**src/rtl/cache_mem_arbiter.sv**
```systemverilog
// Shares one RAM port between icache and dcache fill/writeback traffic, with a grant-hold FSM and a watchdog.
// Optional round-robin between the two caches when CACHE_ARB_FAIR_EN is defined; strict dcache priority otherwise.
`timescale 1ns/1ps
module cache_mem_arbiter #(
  parameter int TIMEOUT = 255
) (
  input  logic        CLK,
  input  logic        nRST,
  input  logic        iREN,
  input  logic [31:0] iaddr,
  output logic [31:0] iload,
  output logic        iwait,
  input  logic        dREN,
  input  logic        dWEN,
  input  logic [31:0] daddr,
  input  logic [31:0] dstore,
  output logic [31:0] dload,
  output logic        dwait,
  output logic        ramREN,
  output logic        ramWEN,
  output logic [31:0] ramaddr,
  output logic [31:0] ramstore,
  input  logic [31:0] ramload,
  input  logic        ramready,
  output logic        bus_err
);

  typedef enum logic [1:0] {IDLE, IGNT, DGNT} state_t;

  localparam logic [15:0] TO_CNT = 16'(TIMEOUT);

  state_t      state, state_nxt;
  logic        op_wr, op_wr_nxt;
  logic [31:0] addr_nxt, store_nxt;
  logic [15:0] cnt, cnt_nxt;
  logic        bus_err_nxt;
  logic        d_req, pick_d, grant, timeout;

  assign d_req   = dREN | dWEN;
  assign grant   = (state != IDLE);
  // A ready arriving in the same cycle the count expires still counts as a completion.
  assign timeout = grant && !ramready && (cnt == TO_CNT);

`ifdef CACHE_ARB_FAIR_EN
  logic last_d, last_d_nxt;

  assign pick_d = d_req && (!iREN || !last_d);

  always_ff @(posedge CLK or negedge nRST) begin
    if (!nRST) last_d <= 1'b0;
    else       last_d <= last_d_nxt;
  end

  always_comb begin
    last_d_nxt = last_d;
    if (state == IDLE && (d_req || iREN)) last_d_nxt = pick_d;
  end
`else
  assign pick_d = d_req;
`endif

  always_ff @(posedge CLK or negedge nRST) begin
    if (!nRST) begin
      state    <= IDLE;
      op_wr    <= 1'b0;
      ramaddr  <= '0;
      ramstore <= '0;
      cnt      <= '0;
      bus_err  <= 1'b0;
    end else begin
      state    <= state_nxt;
      op_wr    <= op_wr_nxt;
      ramaddr  <= addr_nxt;
      ramstore <= store_nxt;
      cnt      <= cnt_nxt;
      bus_err  <= bus_err_nxt;
    end
  end

  always_comb begin
    state_nxt   = state;
    op_wr_nxt   = op_wr;
    addr_nxt    = ramaddr;
    store_nxt   = ramstore;
    cnt_nxt     = cnt;
    bus_err_nxt = bus_err;
    case (state)
      IDLE: begin
        if (d_req || iREN) begin
          cnt_nxt = '0;
          if (pick_d) begin
            state_nxt = DGNT;
            addr_nxt  = daddr;
            store_nxt = dstore;
            op_wr_nxt = dWEN;
          end else begin
            state_nxt = IGNT;
            addr_nxt  = iaddr;
            op_wr_nxt = 1'b0;
          end
        end
      end
      default: begin
        if (ramready || timeout) begin
          state_nxt = IDLE;
        end else begin
          cnt_nxt = cnt + 16'd1;
        end
        if (timeout) bus_err_nxt = 1'b1;
      end
    endcase
  end

  always_comb begin
    ramREN = (state == IGNT) || (state == DGNT && !op_wr);
    ramWEN = (state == DGNT) && op_wr;
    iwait  = 1'b1;
    dwait  = 1'b1;
    iload  = '0;
    dload  = '0;
    if (state == IGNT && (ramready || timeout)) begin
      iwait = 1'b0;
      if (ramready) iload = ramload;
    end
    if (state == DGNT && (ramready || timeout)) begin
      dwait = 1'b0;
      if (ramready) dload = ramload;
    end
  end

endmodule

```
**config.mk**
```make
export PLATFORM = sky130hd
export DESIGN_NAME = cache_mem_arbiter
export DESIGN_NICKNAME = d
export VERILOG_FILES = /design/src/rtl/cache_mem_arbiter.sv
export SDC_FILE = /design/constraint.sdc
export NUM_CORES = 1
export LEC_CHECK = 0
export ABC_AREA = 1
export BUFFER_PORTS_ARGS = -buffer_cell sky130_fd_sc_hd__buf_4
export CAP_MARGIN = 20
export CORE_AREA = 2 2 105 107
export CTS_CLUSTER_DIAMETER = 150
export DETAILED_ROUTE_END_ITERATION = 6
export DIE_AREA = 0 0 107 109
export GPL_ROUTABILITY_DRIVEN = 0
export HOLD_SLACK_MARGIN = 0.15
export PLACE_DENSITY = 0.77
export SYNTH_ARGS = -nofsm -noshare
export SYNTH_HDL_FRONTEND = slang
export SYNTH_SLANG_ARGS = --single-unit
export TNS_END_PERCENT = 100
```
**constraint.sdc**
```tcl
create_clock -name CLK -period 3.2 [get_ports CLK]
set_input_delay 0 -clock CLK [delete_from_list [all_inputs] [get_ports CLK]]
set_output_delay 0 -clock CLK [all_outputs]
set_load 0.01 [all_outputs]
```
# After elaboration in Yosys (flattened, before gate mapping)
# Cells that the tools add are included.
[totals]
reg_bits = 84
latchBits = 0
in_bits = 134
rom_bits = 0
memories = 0
wordCells = 47
ram_bits = 0
[classes]
shift = 0
n_mux = 14
bitwise_logic = 2
order_cmp = 0
div = 0
addsub = 1
n_reduce_logical = 19
n_eq_ne = 5
n_mul = 0
[ops]
columns = ["op", "n"]
rows = [
  ["32-bit 2-to-1 mux", 4],
  ["16-bit 2-to-1 mux", 3],
  ["16-bit by 1-bit adder with 16-bit output (second input constant)", 1],
  ["16-bit by 8-bit equality test with 1-bit output (second input constant)", 1],
  ["2-bit 2-to-1 mux", 4],
  ["2-bit AND reduction", 4],
  ["1-bit logical AND", 6],
  ["2-bit nonzero test", 2],
  ["1-bit logical OR", 3],
  ["1-bit 2-to-1 mux", 3],
  ["3-bit AND reduction", 1],
  ["2-bit by 1-bit equality test with 1-bit output (second input constant)", 1],
  ["2-bit equality test (second input constant)", 1],
  ["1-bit zero test", 2],
  ["2-bit zero test", 1],
  ["2-bit by 1-bit inequality test with 1-bit output (second input constant)", 1],
  ["2-bit inequality test (second input constant)", 1],
  ["1-bit inverter", 1],
  ["1-bit bitwise OR", 1],
]

# Logic depth before layout (Yosys ltp)
# Gate-level depths: netlist of the first run.
[depth]
depth_word = 6
ltp_mapped = 11
ltp_nobuf = 10

# Worst setup path before layout of the first run
# No wires, ideal clock.
[synth_timing]
path_type = "reg-to-reg"
from = "register cnt[1]"
to = "register cnt[14]"
stages_incl_launch_ff = 12
required_ps = 3082
t_arrival_ps = 1391
slack_ps = 1691
cell_sequence = "dfrtp_1 > ha_1 > nand2_1 > inv_1 > nand2_2 > nor2_4 > nand2_1 > nand3_2 > nand2_4 > buf_6 > nand3_1 > nand2_1"
[synth_between]
elab_chain_len = 5
elab_cells_between_ends = 8
[synth_rtl]
columns = ["item", "line", "text"]
rows = [
  ["start: declaration", "35", "logic [15:0] cnt, cnt_nxt;"],
  ["start signal: assignment", "75", "cnt <= cnt_nxt;"],
  ["parallel branches: the longest is 5 deep, another holds 16-bit by 1-bit adder with 16-bit output", "-", ""],
]
# Several ways; the timed one is not identified. The select of a mux whose other input is x is not followed.
# A chain may end at the register's enable or synchronous reset.

# Worst setup path after layout of the first run
[layout_timing]
from = "register state[0]"
to = "register ramaddr[15]"
[layout_between]
elab_chain_len = 2
[layout_rtl]
columns = ["item", "line", "text"]
rows = [
  ["start: declaration", "32", "state_t state, state_nxt;"],
  ["start signal: assignment", "71", "state <= state_nxt;"],
  ["2-bit zero test", "87", "case (state)"],
  ["2-bit AND reduction (no line)", "-", ""],
  ["end signal: assignment", "73", "ramaddr <= addr_nxt;"],
  ["end: declaration", "21", "output logic [31:0] ramaddr,"],
]
# Every way passes these cells.

==> impl.org, run 1 <==
** Synthesis
- Sorting the synthesized cells by area gives the leading types as sky130_fd_sc_hd__dfrtp_1 (49%), sky130_fd_sc_hd__nand2_1 (13%), sky130_fd_sc_hd__nor2_1 (11%).
- Share of the yosys chip area belonging to registers :: about half
- Yosys warning count :: 0
- Each instance of the synthesized netlist takes up on average 7.98 sq um.
- Synthesis produced 538 cells.
- In this run, distinct cell masters in the synthesized netlist total 29.
- The cell area that synthesis handed to floorplanning was between 4000 and 5000 sq um.
- Flip-flop and latch count after synthesis :: 84
- When the netlist entered floorplanning its net count stood at 673.
- The largest total area in the synthesized netlist belongs to sky130_fd_sc_hd__dfrtp_1.
- The synthesized design devotes to its leading area cell type between 40% and 50% of total area.

** STA
- Dividing the final minimum period by the clock period gives between 90% and 100%.
- Layout Skew :: 0.0102 ns
- Achievable frequency :: 346 MHz
- The final max-slew violation count came to 0.
- Number of failing setup endpoints in the final timing report :: 0
- The final number of hold-violating endpoints came to 0.
- Max transition margin :: 30.5%
- Subtracting the final worst setup slack from the clock period gives 2.89 ns.
- RSZ-0062 raised after global routing :: false
- Hold WS :: 0.274 ns
- Transition at the pin with the smallest max-transition slack :: around 1.0 ns
- Summed over all failing endpoints, the final setup total negative slack is 0 ns.

** Critical path
- In this run the critical register-to-register path is launched from state[0].
- Top cell family by delay on the critical path :: buffers and inverters
- Crit path largest cell delay :: just over 0.8 ns
- The critical path starts at state[0].
- STA classifies the critical path startpoint as a register.
- By startpoint and endpoint, the worst setup path is classified as reg2reg.
- CP max-delay cell :: sky130_fd_sc_hd__inv_2
- Worst-path fanout max :: 66
- STA classifies the critical path endpoint as a register.
- Required time at the endpoint of the critical path :: 3.43 ns
- Data on the critical path arrives at its endpoint at about 3.1 ns.
- Walking the worst path, the cells encountered are nor2_2, o21ai_4, inv_2, a31oi_1, dlygate4sd3_1.
- Crit path buf inv count :: 2
- In this run the register-to-register setup slack is 0.31 ns.

** Final layout
- Area taken by multi-input logic gates :: 1970 sq um
- Commonest cells after routing, fill and taps aside :: sky130_fd_sc_hd__buf_4 (269), sky130_fd_sc_hd__nand2_1 (147), sky130_fd_sc_hd__nor2_1 (125)
- Final #Nets :: 1023
- Total of fill cells in the finished design :: approximately 700
- Summing all flip-flop and latch instances after layout gives ~2100 sq um.
- In the final layout, the share of cells above drive strength 1 is 36.0%.
- # diodes :: 0
- Signed area change from the synthesized netlist to the final layout :: 77.2%
- Leaving out fill and tap cells, the most frequent cell in the layout is sky130_fd_sc_hd__buf_4.
- Layout Utilization :: 71.8%

** Job
- Max-cap viol count :: 0

** Clock tree
- # resized after CTS :: 0
- TritonCTS created 9 clock buffers.
- TritonCTS clock tree :: built
- CTS Hold Bufs :: 99
- The H-tree was split into 3 levels.
- Counting along the longest clock path gives a buffer depth of 2.
- After clock tree synthesis, the setup repair step added 0 buffers.
- Clock tree root driver cell :: sky130_fd_sc_hd__clkbuf_8
- The clock drives 84 sinks.
- Clock slew at reported path FFs :: ~0.08 ns
- Clock latency on the worst-skew pair, taken at its later pin, is 0.35 ns.

** Detailed routing
- Via total after detailed routing :: approximately 5200
- Via density per instance :: 5.01
- Total Wirelength :: about 16000 um
- The pre-antenna-repair detailed-routing pass consisted of 5 iterations.
- In the routed design, unresolved DRC markers number 0.
- For this block, the initial DRC count from the detailed router was 472.
- Post-route antenna net violation count :: 0
- After detailed routing, the average wire length per cell comes to between 15 and 20 um.

** Pwr
- Summed over all cells, the static leakage comes to between 3 and 4 nW.
- Highest ir drop seen on vdd :: 0.000516 V
- Portion of total power attributed to combinational logic :: a little under 50%
- Total design power :: about 5.3 mW
- Registers are responsible for 33.7% of the overall power.
- Per report_power, the clock group accounts for 17.3% of the total.
- Pint :: roughly 3.4 mW
- Switching part of the total :: a little over a third
- Dividing total power by cell area gives a power density of a little under 700 nW/um^2.
- Power dissipated by switching net loads :: 1.84 mW

** Hold path
- The startpoint identified for the worst hold timing path is dREN.
- The tightest min-delay check is of the in2reg type.

** GRT
- For this run, global-route usage on met3 was measured as 6.28%.
- Global routing used 50.3% of the available met2 tracks.
- Global routing consumed, on the met1 layer, 28.0% of the routing resources.
- For this run the aggregate overflow at the end of global routing stands at 0.
- The number of antenna violations at the first check in global routing is 0.
- Total GRT Usage :: about a quarter
- Via count of the first global-routing pass :: around 5100
- The first global-routing pass estimated 24100 um of wire.
- After global routing, the most crowded layer is met2.
- Maximum number of pins on one net before global-route repair :: 85

** Floorplanning
- The die is ~110 um wide.
- The initial utilization of the core area, before any placement, comes to approximately 41%.
- The initialized floorplan defines 38 standard-cell rows.
- Standard cell core area :: 10600 sq um
- Pin placement for this block handled 267 I/O pins.
- Vertical extent of the die :: 109 um
- Area of the die :: 11700 sq um

** Placed design
- Buffers added on ports :: 266
- Detailed placement finished with a half-perimeter wire length of 10000 um.

** Outcome
- The flow ran to the end, and the final reports show no timing, DRC or antenna violations.
-- power by group through the flow --
stage | logic, mW | registers (mW) | clock network [mW]
global route | 2.77 | 1.82 | 0.971
global placement | 2.11 | 1.76 | 0
CTS | 2.53 | 1.76 | 0.922
finish | 2.57 | 1.77 | 0.909
detailed placement | 2.17 | 1.77 | 0
floorplan | 0.900 | 1.93 | 0
-- synthesized netlist by cell type, drive strengths merged --
master and count:
nand2 150, nor2 128, dfrtp 84, a31oi 32, mux2 32, nand3 26, inv 21, clkbuf 16
buf 15, o21ai 14, a21oi 8, nand4 6, nor3 2, clkinv 1, ha 1, o21a 1
xor2 1
-- cells by family after synthesis --
group	share of synthesized area (%)
AO/OA/AOI/OAI	7.66
XOR/XNOR	0.204
adder cells (fa/ha/maj)	0.291
buffers and inverters	5.24
flip-flops	49.0
multiplexers	8.39
AND/OR/NAND/NOR	29.3
-- sequential cells by signal (all words and copies together), names as in the netlist --
name / flops
cnt: 16
bus_err: 1
ramstore: 32
op_wr: 1
state: 2
ramaddr: 32
-- path summary, 6_finish.rpt --
kind | endpoint | cells after the start
worst max-delay path | ramaddr[15] | 5
worst min-delay path | state[0] | 5
worst max register to register | ramaddr[15] | 5
worst min register to register | bus_err | 2
max in group asynchronous | ramaddr[24] | 4
min in group asynchronous | ramstore[10] | 3
-- layer usage --
metal | part of all wire (%) | up-vias
met5 | 0 | -
met4 | 2.0 | 0
met3 | 7.5 | 27
met2 | 54 | 266
met1 | 37 | 2435
li1 | - | 2434
-- stage by stage --
step                instance area (sq um)  setup WS (ns)  cells
floorplan                            4290           1.69    538
global placement                     6350           1.09    916
detailed placement                   6350          0.950    916
CTS                                  7570          0.391   1029
global route                         7610          0.154   1031
finish                               7610          0.313   1031
-- worst min-delay path: stages --
cell and delay [ns]:
sky130_fd_sc_hd__buf_4 0.09, sky130_fd_sc_hd__nor2_4 0.03, sky130_fd_sc_hd__buf_4 0.24, sky130_fd_sc_hd__nand3_1 0.14
sky130_fd_sc_hd__o21ai_0 0.08
-- layout make-up --
type,instances,share of cell area (%)
Timing Repair Buffer,370,40.0
Sequential cell,84,27.6
Multi-Input combinational cell,401,25.8
Tap cell,140,2.30
Clock buffer,10,1.81
Clock inverter,4,1.30
Inverter,22,1.08
Power figures use the tool's default switching activity.
==> run 2, diff against run 1 <==
--- a/config.mk
+++ b/config.mk
@@ -8,13 +8,13 @@
 export ABC_AREA = 1
 export BUFFER_PORTS_ARGS = -buffer_cell sky130_fd_sc_hd__buf_4
 export CAP_MARGIN = 20
-export CORE_AREA = 2 2 105 107
+export CORE_MARGIN = 2
+export CORE_UTILIZATION = 43
 export CTS_CLUSTER_DIAMETER = 150
 export DETAILED_ROUTE_END_ITERATION = 6
-export DIE_AREA = 0 0 107 109
 export GPL_ROUTABILITY_DRIVEN = 0
 export HOLD_SLACK_MARGIN = 0.15
-export PLACE_DENSITY = 0.77
+export PLACE_DENSITY = 0.8
 export SYNTH_ARGS = -nofsm -noshare
 export SYNTH_HDL_FRONTEND = slang
 export SYNTH_SLANG_ARGS = --single-unit
==> constraint.sdc (replaced) <==
create_clock -name CLK -period 2.95 [get_ports CLK]
set_input_delay 0 -clock CLK [delete_from_list [all_inputs] [get_ports CLK]]
set_output_delay 0 -clock CLK [all_outputs]
set_load 0.01 [all_outputs]
==> run 2 against run 1 <==
Final area decreased by 0.33%. Sequential cell count stayed put. Largest power group unchanged. Clock-buffer cell count grew 2. Setup slack got worse by 0.071 ns.
==> impl.org, run 2 (synthesis gave the netlist of run 1 again) <==
** Floorplanning
- Initial core utilization :: 44.1%
- The core region is 9730 sq um.
- Vertical extent of the die :: 104 um
- Top-Level Pins :: 267
- Row count :: 36
- Horizontal extent of the die :: around 100 um
- The die covers roughly 11000 sq um.

** Detailed routing
- The pre-antenna-repair detailed-routing pass consisted of 6 iterations.
- Via total after detailed routing :: 5375
- Via density per instance :: 5.24
- For this run, design rule violations remaining after detail routing come to 0.
- In this run, the number of DRC markers left after iteration 0 of detailed routing was about 350.
- The final layout contains routed wiring with a total length of 17500 um.
- The detail route stage leaves a number of antenna-violating nets equal to 0.
- Dividing the detail-routed wire length by the instance count gives 17.0 um.

** Clock tree
- The H-tree was split into 3 levels.
- Insertion delay to the later sink of the worst-skew pair :: ~0.35 ns
- The clock drives 84 sinks.
- Buffers added to address setup during post-CTS repair amount to 0.
- # resized after CTS :: 0
- For this design, the CTS-stage hold fixing added 99 buffers.
- TritonCTS clock tree :: built
- The number of clock buffers added by TritonCTS is 9.
- Clock tree root driver cell :: sky130_fd_sc_hd__clkbuf_8
- Buffer levels on the longest clock path :: 2
- After clock tree synthesis, the clock-pin slew on the worst setup and hold paths is 0.09 ns.

** GRT
- Entering global routing, the biggest net connects 85 pins.
- Wire length of the first global-routing pass :: 27000 um
- Via count of the first global-routing pass :: 5578
- GR Overflow Total :: 0
- Total GRT Usage :: 31.3%
- The number of antenna violations at the first check in global routing came to 1.

** Placed design
- Port buffering added 266 buffers.
- Summed over all nets, the half-perimeter wirelength after detailed placement is 10700 um.
- Number of placed instances with taps included :: 909

** Pwr
- Pwr per Cell Area :: 757 nW/um^2
- Summed over all cells, the static leakage comes to 3.70 nW.
- Highest ir drop seen on vdd :: 0.000509 V

** Final layout
- Final cell count without fillers :: 1025
- In the final layout, the registers with the most flip-flops are ramaddr x32, ramstore x32, cnt x16.
- The post-route netlist has 35.8% of its cells at a drive strength greater than 1.
- Total of fill cells in the finished design :: roughly 630
- The library cells used most frequently in the layout, excluding fill and tap cells, are sky130_fd_sc_hd__buf_4 (268), sky130_fd_sc_hd__nand2_1 (147), sky130_fd_sc_hd__nor2_1 (125).
- Most common cell after layout, fill and taps aside :: sky130_fd_sc_hd__buf_4
- Final #Nets :: between 1000 and 1500
- Signed area change from the synthesized netlist to the final layout :: 76.7%

** Critical path
- Sort of element at the start of the critical path :: primary input
- Worst-path fanout max :: 44
- STA classifies the critical path endpoint as a register.
- Required time at the endpoint of the critical path :: 3.19 ns
- At the worst endpoint, the arrival time is 2.95 ns.
- Type of the worst setup path :: in2reg

** STA
- Period utilisation layout :: 91.8%
- Setup total negative slack :: 0 ns
- Setup repair after global routing left no endpoint under its margin.
- Transition at the pin with the smallest max-transition slack :: 0.917 ns
- The final number of hold-violating endpoints is 0.
- Max transition margin :: 38.8%
- The worst path needs about 2.7 ns of the cycle, external delays included.
- Max-slew violation total from the final report :: 0
- Derived from the worst setup path, the maximum achievable clock frequency is 369 MHz.
- Setup violations remaining at the end of the flow were counted as 0.
- Between clock sinks in the finished design, the worst skew comes to 0.0128 ns.

** Job
- Max-cap viol count :: 0

** Hold path
- The min-delay analysis places its worst path in the category in2reg.

** Outcome
- Run status :: complete, no violations
[run 2: cell types whose count changed in the layout (fill, tap and decap cells not counted), sizes merged]
| cell | change |
|---|---|
| clkinv | -1 |
| clkbuf | +2 |
| diode | +1 |
| bufinv | -1 |
[run 2: layout make-up]
class	count	area (sq um)	share of cell area (%)
Timing Repair Buffer	370	3060	40.3
Sequential cell	84	2100	27.7
Multi-Input combinational cell	401	1970	25.9
Tap cell	133	166	2.19
Clock buffer	12	145	1.91
Inverter	22	82.6	1.09
Clock inverter	2	60.1	0.792
Antenna cell	1	2.50	0.0330
[run 2: worst paths after layout]
path | startpoint | end | slack (ns) | depth (start not counted)
worst max-delay path | dWEN | ramaddr[19] | 0.24 | 10
worst min-delay path | dREN | state[0] | 0.26 | 5
worst max register to register | state[0] | ramaddr[7] | 0.26 | 7
worst min register to register | bus_err | bus_err | 0.48 | 2
max in group asynchronous | nRST | ramaddr[30] | 1.76 | 4
min in group asynchronous | nRST | ramaddr[5] | 0.60 | 3
[run 2: per-layer routing]
layer / wire (um) / track usage (%) / vias to the layer above
met5: 0 / 0 / -
met4: 922 / 18.8 / 0
met3: 1640 / 7.77 / 79
met2: 9080 / 56.4 / 364
met1: 5820 / 32.7 / 2497
li1: - / - / 2435
[run 2: report_power, final]
part           internal (mW)  switching (mW)
clock network          0.493           0.411
registers               1.62           0.327
logic                   1.53            1.36
total                   3.64            2.10
[run 2: through the flow]
| step | power, mW | util, % | area [sq um] | hold WS (ns) | setup WS [ns] |
|---|---|---|---|---|---|
| finish | 5.74 | 78.0 | 7590 | 0.259 | 0.242 |
| global placement | 4.23 | 65.3 | 6350 | 0.213 | 0.970 |
| global route | 6.04 | 78.0 | 7590 | 0.312 | 0.0862 |
| CTS | 5.59 | 77.6 | 7550 | 0.244 | 0.405 |
| floorplan | 3.07 | - | 4290 | -0.296 | 1.44 |
| detailed placement | 4.32 | 65.3 | 6350 | 0.217 | 0.919 |
[run 2: worst max-delay path: stages]
cell                            delay (ns)
sky130_fd_sc_hd__dlygate4sd3_1        0.56
sky130_fd_sc_hd__buf_4                0.16
sky130_fd_sc_hd__nor2_4               0.11
sky130_fd_sc_hd__inv_2                0.25
sky130_fd_sc_hd__o21ai_4              0.46
sky130_fd_sc_hd__inv_2                0.29
sky130_fd_sc_hd__buf_12               0.26
sky130_fd_sc_hd__nor2_1               0.16
sky130_fd_sc_hd__a31oi_1              0.07
sky130_fd_sc_hd__dlygate4sd3_1        0.58
==> run 3, diff against run 2 <==
--- a/config.mk
+++ b/config.mk
@@ -8,6 +8,7 @@
 export ABC_AREA = 1
 export BUFFER_PORTS_ARGS = -buffer_cell sky130_fd_sc_hd__buf_4
 export CAP_MARGIN = 20
+export CORE_ASPECT_RATIO = 0.9
 export CORE_MARGIN = 2
 export CORE_UTILIZATION = 43
 export CTS_CLUSTER_DIAMETER = 150
@@ -15,6 +16,7 @@
 export GPL_ROUTABILITY_DRIVEN = 0
 export HOLD_SLACK_MARGIN = 0.15
 export PLACE_DENSITY = 0.8
+export SLEW_MARGIN = 10
 export SYNTH_ARGS = -nofsm -noshare
 export SYNTH_HDL_FRONTEND = slang
 export SYNTH_SLANG_ARGS = --single-unit
==> run 3 against run 2 <==
The run now ends with DRC left. Non-clock buffer count shrank 1. Global-route usage grew 2.0 points. Total power shrank 0.87%. Via count grew 1.7%. Core utilization shrank 0.24 points. Combinational power is essentially flat. Fmax shrank 2.3%. Die area is essentially flat. Register-to-register slack lost 0.07 ns. Final cell count shrank 0.68%. Critical path depth is the same. Clock power shrank 8.0%. Highest routed layer unchanged.
==> impl.org, run 3 (synthesis gave the netlist of run 1 again) <==
** STA
- For this run, the top clock speed supported by timing is 361 MHz.
- Setup violations remaining at the end of the flow were counted as 0.
- After layout, the worst path uses a little over nine tenths of the clock period.
- Max transition margin :: 36.8%
- Max-slew violation total from the final report :: 0
- The routed design could run at a clock period as short as 2.77 ns.
- Setup total negative slack :: 0 ns
- Final hold viol count :: 0
- Layout Skew :: around 0.013 ns
- RSZ-0062 raised after global routing :: false
- Transition at the pin with the smallest max-transition slack :: 0.947 ns

** Detailed routing
- Post-route antenna net violation count :: 0
- Across all layers, the routed design uses around 5500 vias.
- DRC viols :: 1
- Total Wirelength :: 18000 um
- In the routed layout, each cell is associated on average with a via count of 5.37.
- The first routing iteration left 408 violations.
- First-pass iteration count of the detailed router :: 7
- Routed wirelength normalized by instance count :: approximately 18 um

** Critical path
- Arrival @ worst endpoint :: 3.09 ns
- The critical path in this run is classified as in2reg.
- The setup check on the worst reg-to-reg path leaves a slack of 0.19 ns.
- The number of cells on the worst reg-to-reg path is 7.
- CP Capture Type :: register
- Required time at the endpoint of the critical path :: 3.27 ns
- Sort of element at the start of the critical path :: primary input
- Worst-path fanout max :: 66

** Floorplanning
- Horizontal extent of the die :: about 110 um
- Pin placement for this block handled approximately 270 I/O pins.
- Vertical extent of the die :: between 90 and 100 um
- Initial core utilization :: between 40 and 50%
- Area of the die :: 10800 sq um
- The initialized floorplan defines 34 standard-cell rows.
- After floorplanning, the core was sized to cover between 9000 and 10000 sq um.

** Pwr
- Clk pwr share :: 14.6%
- Lkg Pwr :: 3.68 nW
- The internal portion of the total power is 3.46 mW.
- Relative contribution of sequential cells to total power :: approximately a third
- Power spread over the standard cell area amounts to 755 nW/um^2.
- The share of total power dissipated in combinational logic is 50.9%.
- Power dissipated by switching net loads :: 2.23 mW
- Net switching is roughly two fifths of the power.
- Highest ir drop seen on vdd :: about 0.00059 V

** Job
- Max-cap violations in this run came to 0.

** Clock tree
- For this design, the sink count on the clock tree is 84.
- The H-tree was split into 3 levels.
- Buffers added to address setup during post-CTS repair amount to 0.
- The longest clock path from root to sink contains 2 buffers.
- TritonCTS built the clock tree.
- Clock buffer count from CTS :: 9
- Post-CTS repair changed the size of 0 cells.
- CTS Hold Bufs :: 99
- The tree is rooted in a sky130_fd_sc_hd__clkbuf_8.
- Clock-pin slew was measured on the worst setup and hold paths at ~0.11 ns.
- Clock latency on the worst-skew pair, taken at its later pin, is 0.38 ns.

** Final layout
- Of the cells placed in the final design, the portion with a size suffix greater than 1 is a little over a third.
- In the layout the commonest cells are sky130_fd_sc_hd__buf_4 (268), sky130_fd_sc_hd__nand2_1 (147), sky130_fd_sc_hd__nor2_1 (125).
- Most common cell after layout, fill and taps aside :: sky130_fd_sc_hd__buf_4
- Layout Utilization :: roughly 78%
- Final #Nets :: 1022
- # diodes :: 0
- Final Instance Area :: about 7500 sq um
- Signed area change from the synthesized netlist to the final layout :: 75.6%
- Leading registers by flop count :: ramaddr x32, ramstore x32, cnt x16

** GRT
- Entering global routing, the biggest net connects 85 pins.
- The total overflow left after global routing is 0.
- Via count of the first global-routing pass :: ~5600
- Wire length of the first global-routing pass :: 27700 um
- Total GRT Usage :: 33.3%
- The number of antenna violations at the first check in global routing is 0.

** Hold path
- Class of the tightest hold or removal check :: in2reg
- Worst hold stages :: 4

** Placed design
- Input and output buffers added on the ports amount to 266.
- Placed cell areas :: 6320 sq um
- Detailed placement HPWL :: approximately 10000 um

** Outcome
- Run status :: complete, but fails checks
- The checks that failed: DRC.
==> run 3: area by class of cell <==
type / instances / area (sq um)
multi-input cells: 401 / 1970
flip-flops and latches: 84 / 2100
fillers: 588 / 2160
well taps: 126 / 158
clock buffers: 9 / 124
clock inverters: 7 / 66.3
inverters: 22 / 82.6
repair buffers: 369 / 3040
==> run 3: worst max-delay path, cell delays in order <==
cell and delay (ns):
sky130_fd_sc_hd__dlygate4sd3_1 0.54, sky130_fd_sc_hd__buf_4 0.14, sky130_fd_sc_hd__nor2_4 0.05, sky130_fd_sc_hd__inv_2 0.47, sky130_fd_sc_hd__o21ai_4 0.24, sky130_fd_sc_hd__inv_2 0.09, sky130_fd_sc_hd__buf_4 0.51, sky130_fd_sc_hd__nor2_1 0.14
sky130_fd_sc_hd__a31oi_1 0.23, sky130_fd_sc_hd__dlygate4sd3_1 0.59
==> run 3: per-stage QoR <==
| step | worst slack [ns] | total power, mW | cells | hold WS [ns] |
|---|---|---|---|---|
| after floorplan | 1.44 | 3.07 | 538 | -0.296 |
| after global placement | 0.957 | 4.20 | 901 | 0.213 |
| after detailed placement | 0.910 | 4.29 | 901 | 0.221 |
| after CTS | 0.366 | 5.49 | 1016 | 0.213 |
| after global routing | 0.0596 | 5.97 | 1018 | 0.282 |
| final | 0.179 | 5.69 | 1018 | 0.234 |
==> run 3: per-layer routing <==
layer	vias to the layer above	track usage, %	wire length [um]	share of wire [%]
met4	0	20.9	1110	6.1
met2	360	57.5	9130	51
li1	2439	-	-	-
met1	2568	35.6	6220	34
met5	-	0	0	0
met3	98	8.93	1580	8.7
==> run 3: power by group through the flow <==
stage / combinational (mW) / sequential [mW] / clock (mW)
3_3_place_gp: 2.30 / 1.90 / 0
6_report: 2.90 / 1.96 / 0.832
3_5_place_dp: 2.37 / 1.92 / 0
4_1_cts: 2.76 / 1.91 / 0.827
2_1_floorplan: 0.976 / 2.10 / 0
5_1_grt: 3.08 / 2.01 / 0.881
==> run 3: worst paths after layout <==
check	from	end
max reg2reg	state[0]	ramaddr[31]
min reg2reg	bus_err	bus_err
min	ramready	cnt[1]
max	dWEN	ramaddr[31]
max in group asynchronous	nRST	cnt[11]
min in group asynchronous	nRST	ramstore[7]
